`config.mk`:
```
export PLATFORM = sky130hd
export DESIGN_NAME = chunked_adder
export DESIGN_NICKNAME = d
export VERILOG_FILES = /design/src/rtl/adder_pkg.sv /design/src/rtl/full_adder_chunk.sv /design/src/rtl/chunked_adder.sv
export SDC_FILE = /design/constraint.sdc
export NUM_CORES = 1
export LEC_CHECK = 0
export ABC_AREA = 1
export CAP_MARGIN = 20
export CORE_MARGIN = 2
export CORE_UTILIZATION = 50
export CTS_CLUSTER_DIAMETER = 200
export DETAILED_ROUTE_END_ITERATION = 12
export HOLD_SLACK_MARGIN = 0.02
export PLACE_DENSITY = 0.79
export SLEW_MARGIN = 25
export SYNTH_ARGS = -nofsm -noshare
export SYNTH_HDL_FRONTEND = slang
export SYNTH_SLANG_ARGS = --single-unit
```
`constraint.sdc`:
```
create_clock -name clk -period 4.06 [get_ports clk]
set_clock_uncertainty 0.15 [all_clocks]
set_input_delay 0.812 -clock clk [delete_from_list [all_inputs] [get_ports clk]]
set_output_delay 0.812 -clock clk [all_outputs]
set_load 0.1 [all_outputs]
```
`src/rtl/adder_pkg.sv`:
```
// Shared definitions for the chunked adder: FSM state encoding, default
// operand/chunk widths and a helper that sizes the slice counter.
package adder_pkg;

  typedef enum logic [1:0] {
    IDLE = 2'd0,
    RUN  = 2'd1,
    DONE = 2'd2
  } state_t;

  localparam int DEFAULT_WIDTH = 16;
  localparam int DEFAULT_CHUNK = 4;

  // Counter width for n slices; never narrower than one bit so N=1 still works.
  function automatic int cnt_width(input int n);
    cnt_width = (n > 1) ? $clog2(n) : 1;
  endfunction

endpackage

```
`src/rtl/full_adder_chunk.sv`:
```
// Combinational CHUNK-bit ripple adder. Besides the carry out of the top
// bit it exposes the carry into the top bit, which the parent needs to
// derive signed overflow on the most significant slice.
module full_adder_chunk #(
  parameter int CHUNK = 4
) (
  input  logic [CHUNK-1:0] a,
  input  logic [CHUNK-1:0] b,
  input  logic             cin,
  output logic [CHUNK-1:0] s,
  output logic             cout,
  output logic             cmsb
);

  // Ripple the carry through every bit of the slice.
  always_comb begin : ripple
    logic [CHUNK:0] c;
    c    = '0;
    s    = '0;
    c[0] = cin;
    for (int i = 0; i < CHUNK; i++) begin
      s[i]   = a[i] ^ b[i] ^ c[i];
      c[i+1] = (a[i] & b[i]) | (a[i] & c[i]) | (b[i] & c[i]);
    end
    cout = c[CHUNK];
    cmsb = c[CHUNK-1];
  end

endmodule

```
`src/rtl/chunked_adder.sv`:
```
// Multi-cycle adder/subtractor: a WIDTH-bit operation is performed CHUNK
// bits per clock, LSB slice first, with the carry held in a register between
// slices. Valid/ready handshakes on both sides; one operation at a time.
module chunked_adder
  import adder_pkg::*;
#(
  parameter int WIDTH = DEFAULT_WIDTH,
  parameter int CHUNK = DEFAULT_CHUNK
) (
  input  logic             clk,
  input  logic             reset,
  input  logic             in_valid,
  output logic             in_ready,
  input  logic [WIDTH-1:0] a,
  input  logic [WIDTH-1:0] b,
  input  logic             cin,
  input  logic             sub,
  output logic             out_valid,
  input  logic             out_ready,
  output logic [WIDTH-1:0] s,
  output logic             cout,
  output logic             ovf
);

  localparam int N  = WIDTH / CHUNK;
  localparam int CW = cnt_width(N);
  localparam logic [CW-1:0] LAST_CNT = CW'(N - 1);

  state_t           state_r;
  state_t           next_state_s;
  logic [CW-1:0]    cnt_r;
  logic [WIDTH-1:0] a_r;
  logic [WIDTH-1:0] b_r;
  logic             carry_r;
  logic [WIDTH-1:0] s_r;
  logic             cout_r;
  logic             ovf_r;

  logic [CHUNK-1:0] slice_a_s;
  logic [CHUNK-1:0] slice_b_s;
  logic [CHUNK-1:0] slice_sum_s;
  logic             slice_cout_s;
  logic             slice_cmsb_s;
  logic             last_slice_s;

  assign last_slice_s = (cnt_r == LAST_CNT);

  // Pick the operand slice addressed by the counter (constant-index mux).
  always_comb begin
    slice_a_s = '0;
    slice_b_s = '0;
    for (int k = 0; k < N; k++) begin
      slice_a_s = (cnt_r == CW'(k)) ? a_r[k*CHUNK +: CHUNK] : slice_a_s;
      slice_b_s = (cnt_r == CW'(k)) ? b_r[k*CHUNK +: CHUNK] : slice_b_s;
    end
  end

  full_adder_chunk #(
    .CHUNK (CHUNK)
  ) u_fa (
    .a    (slice_a_s),
    .b    (slice_b_s),
    .cin  (carry_r),
    .s    (slice_sum_s),
    .cout (slice_cout_s),
    .cmsb (slice_cmsb_s)
  );

  // State register; reset wins over any handshake.
  always_ff @(posedge clk) begin
    if (reset) begin
      state_r <= IDLE;
    end else begin
      state_r <= next_state_s;
    end
  end

  // Next-state logic for the IDLE -> RUN -> DONE -> IDLE cycle.
  always_comb begin
    next_state_s = state_r;
    case (state_r)
      IDLE: begin
        if (in_valid) begin
          next_state_s = RUN;
        end else begin
          next_state_s = IDLE;
        end
      end
      RUN: begin
        if (last_slice_s) begin
          next_state_s = DONE;
        end else begin
          next_state_s = RUN;
        end
      end
      DONE: begin
        if (out_ready) begin
          next_state_s = IDLE;
        end else begin
          next_state_s = DONE;
        end
      end
      default: next_state_s = IDLE;
    endcase
  end

  // Operand capture, per-slice accumulation and final flag generation.
  // Subtraction is A + ~B + 1, so B is inverted on capture and the initial
  // carry forced to 1; the carry out then means "no borrow".
  always_ff @(posedge clk) begin
    if (reset) begin
      a_r     <= '0;
      b_r     <= '0;
      carry_r <= 1'b0;
      cnt_r   <= '0;
      s_r     <= '0;
      cout_r  <= 1'b0;
      ovf_r   <= 1'b0;
    end else begin
      case (state_r)
        IDLE: begin
          if (in_valid) begin
            a_r     <= a;
            b_r     <= b ^ {WIDTH{sub}};
            carry_r <= sub ? 1'b1 : cin;
            cnt_r   <= '0;
          end
        end
        RUN: begin
          for (int k = 0; k < N; k++) begin
            if (cnt_r == CW'(k)) begin
              s_r[k*CHUNK +: CHUNK] <= slice_sum_s;
            end
          end
          carry_r <= slice_cout_s;
          if (last_slice_s) begin
            cout_r <= slice_cout_s;
            ovf_r  <= slice_cmsb_s ^ slice_cout_s;
          end else begin
            cnt_r <= cnt_r + CW'(1);
          end
        end
        default: begin
        end
      endcase
    end
  end

  assign in_ready  = (state_r == IDLE);
  assign out_valid = (state_r == DONE);
  assign s         = s_r;
  assign cout      = cout_r;
  assign ovf       = ovf_r;

endmodule

```
==> flow_metrics.tcl, run 1 <==
set metrics [dict create \
    detail_route.vias_per_cell 4.99 \
    dpl_worst_slack_ns 0.604 \
    instances_no_fill 490 \
    die-area_um2 5850 \
    r2r-end "s[15]" \
    clk_pin_slew_ns 0.10 \
    dp_cells 482 \
    fin_ws_ns 0.484 \
    design.final.nets 465 \
    critical_path.reg2reg.startpoint "cnt_r[1]" \
    grt_setup_unrepaired "no" \
    crit_fanout 10 \
    detail_route.first_pass.iterations 4 \
    clock_buffer_count_from_cts 5 \
    setup_viol 0 \
    seq_area_frac_synth 0.419 \
    cts.repair_timing.setup_buffer_count 0 \
    timing.fmax_mhz 280 \
    hold_violations 0 \
    syn-cell-area_um2 2630 \
    power.leakage_uw 0.00147 \
    outcome "finished, final reports clean" \
    asyncSetResetFlopFracSynth 0 \
    critical_path_required_ns 4.17 \
    drt_first_iter_violations 206 \
    flow.area_growth_from_synthesis_pct 26.3 \
    globalplace.congestion 0.897 \
    r2r_slack_ns 0.48 \
    worst-setup-path-type "reg2reg" \
    start_util 0.518 \
    cts-hold-fix-buffers 0 \
    synth_enable_flop_cells 0 \
    type_of_destination_of_the_critical_path "flip-flop" \
    global_route.overflow_total 0 \
    ys.warnings.count 0 \
    hold_end "b_r[4]" \
    grt_antenna_before_repair 0 \
    synthesis.instances 372 \
    setup-tns-final_ns 0 \
    drv.max_cap_violation_count 0 \
    dieWidth_um 76.5 \
    cts-htree-levels 2 \
    post_route_drc_violation_count 0 \
    grt_pass1_wl_mm 10.2 \
    worst_ir_drop_vdd_mv 0.202 \
    placed_area_um2 3190 \
    finalInstanceArea_um2 3320 \
    drive_gt1_frac 0.0286 \
    slew_viol_final 0 \
    p_per_area_nw_per_um2 415 \
    design.core.area_um2 5070 \
    clk-insertion-delay-late_ns 0.31 \
    final_min_period_over_clock_period 0.881 \
    slew-limit-headroom 0.346 \
    detailed_place_hpwl_mm 4.36 \
    cts.sink_count 55 \
    ys_dominant_reg_cell "sky130_fd_sc_hd__dfxtp_1" \
    grt_pass1_vias 2275 \
    num_rows 26 \
    total_detailed_routing_wirelength_mm 6.02 \
    portBuffers 57 \
    cts_tree "yes" \
    vias 2447 \
    min-delay-start "b_r[4]" \
    die_h_um 76.5 \
    wl_per_cell_um 12.3 \
    cts-resized-gates 0 \
    worst_hold_path.num_cells 2 \
    clockRootBuffer "sky130_fd_sc_hd__clkbuf_8" \
    mappedNetlistNets 418 \
    antenna_cells_inserted 0 \
    netlist-cell-type-count 22 \
    critPathArrivalTime_ns 3.68 \
    element_type_at_the_critical_path_start "flip-flop" \
    postSynthRegisterBits 55 \
    globalRouteTotalUtil 0.214 \
    postSynthAreaPerCell_um2 7.07 \
    critPathLaunch "cnt_r[1]" \
    ctsLongestPathBuffers 2 \
    max_slew.worst_pin.slew_ns 0.978 \
    fin_crit_ns 3.58 \
    whs_ns 0.348 \
    worst_r2r_path_depth 15 \
    floorplan.io_pins 58 \
    antenna_left 0 \
    hold_class "reg2reg" \
    largest_net_degree_at_the_start_of_global_routing 49 \
]
==> placed cells by master (no fill, tap or decap) <==
cell	count
sky130_fd_sc_hd__a22oi_1	3
sky130_fd_sc_hd__bufinv_16	2
sky130_fd_sc_hd__ha_1	4
sky130_fd_sc_hd__nor2_1	118
sky130_fd_sc_hd__clkinv_1	1
sky130_fd_sc_hd__clkbuf_1	1
sky130_fd_sc_hd__fa_1	4
sky130_fd_sc_hd__nand3_1	11
sky130_fd_sc_hd__nor2_4	1
sky130_fd_sc_hd__nand2_2	1
sky130_fd_sc_hd__clkbuf_8	5
sky130_fd_sc_hd__or2_2	1
sky130_fd_sc_hd__xnor2_1	16
sky130_fd_sc_hd__inv_2	1
sky130_fd_sc_hd__a21o_1	4
sky130_fd_sc_hd__nand2_1	60
sky130_fd_sc_hd__o21ai_0	41
sky130_fd_sc_hd__a21oi_1	12
sky130_fd_sc_hd__inv_1	21
sky130_fd_sc_hd__clkdlybuf4s50_1	57
sky130_fd_sc_hd__dfxtp_1	55
sky130_fd_sc_hd__buf_4	1
==> cell families (layout without fill, tap and decap cells) <==
logic type / count (synthesis) / in the layout / synth area share
xor+xnor: 16 / 16 / 0.0533
flops: 55 / 55 / 0.419
fa+ha+maj: 8 / 8 / 0.0495
simple gates: 192 / 192 / 0.284
buf+inv: 41 / 89 / 0.0733
compound gates: 60 / 60 / 0.121
==> layer usage <==
| layer | up-vias | routed length (um) | track usage |
|---|---|---|---|
| li1 | 1251 | - | - |
| met1 | 1106 | 2580 | 0.262 |
| met2 | 79 | 2960 | 0.364 |
| met3 | 11 | 393 | 0.0545 |
| met4 | 0 | 97 | 0.0764 |
| met5 | - | 0 | 0 |
==> where the power goes <==
group          internal [uW]  total [uW]  switching (uW)
logic                    126         352             226
clock network            246         421             174
registers                580         606            26.2
==> cell type report <==
type | instances | area, um^2
timing repair buffer | 58 | 578
sequential | 55 | 1100
clock buffer | 6 | 72.6
inverter | 23 | 86.3
fill | 456 | 1750
tap | 70 | 87.6
multi-input combinational | 276 | 1340
clock inverter | 2 | 60.1
==> registers in the layout, summed over array words and instances, names as in the netlist <==
signal and count:
a_r 16, b_r 16, s 16, cnt_r 2
state_r 2, carry_r 1, cout 1, ovf 1
==> worst max path at each step <==
stage,to,slack [ns],cells after the start
2_1_floorplan,s[15],1.02,16
3_3_place_gp,s[15],0.74,15
3_5_place_dp,s[15],0.60,15
4_1_cts,s[3],0.54,15
5_1_grt,s[15],0.27,15
6_report,s[15],0.48,15
==> critical path, cell delays in order (launching register included) <==
cell	delay, ns
sky130_fd_sc_hd__dfxtp_1	0.33
sky130_fd_sc_hd__inv_1	0.10
sky130_fd_sc_hd__ha_1	0.39
sky130_fd_sc_hd__clkinv_1	0.33
sky130_fd_sc_hd__nand3_1	0.14
sky130_fd_sc_hd__nand2_1	0.06
sky130_fd_sc_hd__a22oi_1	0.19
sky130_fd_sc_hd__fa_1	0.21
sky130_fd_sc_hd__inv_1	0.06
sky130_fd_sc_hd__fa_1	0.38
sky130_fd_sc_hd__fa_1	0.39
sky130_fd_sc_hd__inv_1	0.10
sky130_fd_sc_hd__fa_1	0.40
sky130_fd_sc_hd__inv_1	0.12
sky130_fd_sc_hd__nor2_1	0.06
sky130_fd_sc_hd__nor2_1	0.10
==> cells in the mapped netlist, drive strengths merged, types with 3 or more instances <==
| master | n | share of area |
|---|---|---|
| nor2 | 119 | 0.17 |
| clkbuf | 8 | 0.012 |
| nand3 | 11 | 0.021 |
| nand2 | 61 | 0.088 |
| ha | 4 | 0.019 |
| a21o | 4 | 0.011 |
| fa | 4 | 0.030 |
| a21oi | 12 | 0.023 |
| a22oi | 3 | 0.0086 |
| inv | 22 | 0.031 |
| dfxtp | 55 | 0.42 |
| xnor2 | 16 | 0.053 |
| buf | 10 | 0.029 |
| o21ai | 41 | 0.078 |
==> metrics by stage <==
stage / total power, uW / util
2_1_floorplan: 867 / -
3_3_place_gp: 961 / 0.628
3_5_place_dp: 968 / 0.628
4_1_cts: 1380 / 0.654
5_1_grt: 1440 / 0.654
6_report: 1380 / 0.654
No activity file was read; power rests on OpenSTA's default activity.
==> run 2, diff against run 1 <==
--- a/config.mk
+++ b/config.mk
@@ -13,7 +13,7 @@
 export DETAILED_ROUTE_END_ITERATION = 12
 export HOLD_SLACK_MARGIN = 0.02
 export PLACE_DENSITY = 0.79
-export SLEW_MARGIN = 25
+export SLEW_MARGIN = 20
 export SYNTH_ARGS = -nofsm -noshare
 export SYNTH_HDL_FRONTEND = slang
 export SYNTH_SLANG_ARGS = --single-unit
==> results of run 2 <==
Same layout as run 1: the final DEF is identical, and so are final timing and power.
==> run 3, diff against run 2 <==
--- a/config.mk
+++ b/config.mk
@@ -7,12 +7,14 @@
 export LEC_CHECK = 0
 export ABC_AREA = 1
 export CAP_MARGIN = 20
+export CELL_PAD_IN_SITES_DETAIL_PLACEMENT = 1
+export CELL_PAD_IN_SITES_GLOBAL_PLACEMENT = 1
 export CORE_MARGIN = 2
-export CORE_UTILIZATION = 50
+export CORE_UTILIZATION = 35
 export CTS_CLUSTER_DIAMETER = 200
 export DETAILED_ROUTE_END_ITERATION = 12
 export HOLD_SLACK_MARGIN = 0.02
-export PLACE_DENSITY = 0.79
+export PLACE_DENSITY_LB_ADDON = 0.1
 export SLEW_MARGIN = 20
 export SYNTH_ARGS = -nofsm -noshare
 export SYNTH_HDL_FRONTEND = slang
==> flow_metrics.tcl, run 3 (synthesis results as in run 1) <==
set metrics [dict create \
    clockRootBuffer "sky130_fd_sc_hd__clkbuf_8" \
    clk-insertion-delay-late_ns 0.31 \
    finalInstanceArea_um2 3350 \
    critPathArrivalTime_ns 3.71 \
    clk_pin_slew_ns 0.10 \
    floorplan.io_pins 58 \
    ctsLongestPathBuffers 2 \
    setup-tns-final_ns 0 \
    fin_crit_ns 3.60 \
    portBuffers 57 \
    grt_pass1_wl_mm 12.2 \
    grt_pass1_vias 2480 \
    cts-htree-levels 2 \
    die_h_um 90.7 \
    worst_ir_drop_vdd_mv 0.132 \
    grt_antenna_before_repair 0 \
    crit_fanout 10 \
    globalRouteTotalUtil 0.184 \
    antenna_cells_inserted 0 \
    p_sw_frac 0.327 \
    hold_class "reg2reg" \
    cts-resized-gates 0 \
    die-area_um2 8220 \
    clock_power_share 0.283 \
    slew-limit-headroom 0.341 \
    wl_per_cell_um 13.4 \
    worst-setup-path-type "reg2reg" \
    post_route_drc_violation_count 0 \
    placed_area_um2 3230 \
    detail_route.vias_per_cell 4.64 \
    type_of_destination_of_the_critical_path "flip-flop" \
    slew_viol_final 0 \
    cts_tree "yes" \
    total_buffers_and_inverters_traversed_by_the_critical_path 5 \
    worst_path_dominant_cell_family "adder cells" \
    final_min_period_over_clock_period 0.888 \
    max_slew.worst_pin.slew_ns 0.985 \
    largest_net_degree_at_the_start_of_global_routing 49 \
    cts.repair_timing.setup_buffer_count 0 \
    drive_gt1_frac 0.0333 \
    grt_setup_unrepaired "no" \
    power.leakage_uw 0.00147 \
    cts.sink_count 55 \
    globalplace.congestion 0.782 \
    vias 2415 \
    delay_of_the_slowest_cell_on_the_worst_path_ns 0.41 \
    p_per_area_nw_per_um2 402 \
    whs_ns 0.340 \
    layout.cells.most_common_list "118 x sky130_fd_sc_hd__nor2_1, 60 x sky130_fd_sc_hd__nand2_1, 57 x sky130_fd_sc_hd__clkdlybuf4s50_1, 55 x sky130_fd_sc_hd__dfxtp_1, 41 x sky130_fd_sc_hd__o21ai_0" \
    finalCoreUtilization 0.462 \
    worst_path_max_delay_cell "sky130_fd_sc_hd__fa_1" \
    element_type_at_the_critical_path_start "flip-flop" \
    cts-hold-fix-buffers 0 \
    dieWidth_um 90.7 \
    dpl_worst_slack_ns 0.501 \
    total_detailed_routing_wirelength_mm 6.96 \
    detail_route.first_pass.iterations 4 \
    crit_path_cell_trace "inv_1 > ha_1 > clkinv_1 > nand3_1 > nand2_1 > a22oi_1 > fa_1 > inv_1 > fa_1 > fa_1 > inv_1 > fa_1 > inv_1 > nor2_1 > nor2_1" \
    power.combinational.fraction 0.267 \
    start_util 0.362 \
    hold_violations 0 \
    internal_cell_power_uw 906 \
    timing.fmax_mhz 278 \
    design.final.nets 466 \
    design.core.area_um2 7250 \
    setup_viol 0 \
    total_switching_power_uw 440 \
    outcome "finished, final reports clean" \
    detailed_place_hpwl_mm 5.15 \
    num_rows 31 \
    clock_buffer_count_from_cts 5 \
    critical_path_required_ns 4.16 \
    drt_first_iter_violations 83 \
    reg_power_frac 0.450 \
    drv.max_cap_violation_count 0 \
    antenna_left 0 \
    global_route.overflow_total 0 \
    flow.area_growth_from_synthesis_pct 27.4 \
    layout_commonest_cell "sky130_fd_sc_hd__nor2_1" \
    fin_ws_ns 0.457 \
]
-- run 3: cell types whose count changed in the layout (fill, tap and decap cells not counted), sizes merged --
cell and change:
buf +1, bufinv -1, clkinv +1
-- run 3: power by group through the flow --
stage	Clock, uW	Combinational [uW]	Sequential (uW)
after floorplan	0	192	675
after global placement	0	357	618
after detailed placement	0	364	618
after CTS	390	365	606
after global routing	413	404	611
final	382	359	605
-- run 3: cell type report --
class / count / area, um^2
well taps: 99 / 124
inverters: 23 / 86.3
clock buffers: 6 / 82.6
fillers: 935 / 3900
clock inverters: 2 / 35.0
flip-flops and latches: 55 / 1100
repair buffers: 59 / 586
multi-input cells: 276 / 1340
-- run 3: path summary, 6_finish.rpt --
path,slack (ns),startpoint,end,cells after the start
setup reg to reg,0.46,cnt_r[1],s[11],15
hold / removal,0.34,b_r[10],b_r[10],2
setup / recovery,0.46,cnt_r[1],s[11],15
hold reg to reg,0.34,b_r[10],b_r[10],2
-- run 3: worst min-delay path: stages, from the launching register on --
cell and delay [ns]:
sky130_fd_sc_hd__dfxtp_1 0.34, sky130_fd_sc_hd__nor2_1 0.05, sky130_fd_sc_hd__nor2_1 0.08
-- run 3: layer usage --
metal / wire, um / GRT usage / share of wire
met4: 92 / 0.0577 / 0.013
met2: 3220 / 0.305 / 0.46
met5: 0 / 0 / 0
met3: 219 / 0.0342 / 0.031
met1: 3420 / 0.242 / 0.49
-- run 3: per-stage QoR --
step	total power [uW]	std cells
6_report	1350	520
5_1_grt	1430	520
4_1_cts	1360	520
3_5_place_dp	982	512
3_3_place_gp	975	512
2_1_floorplan	867	372
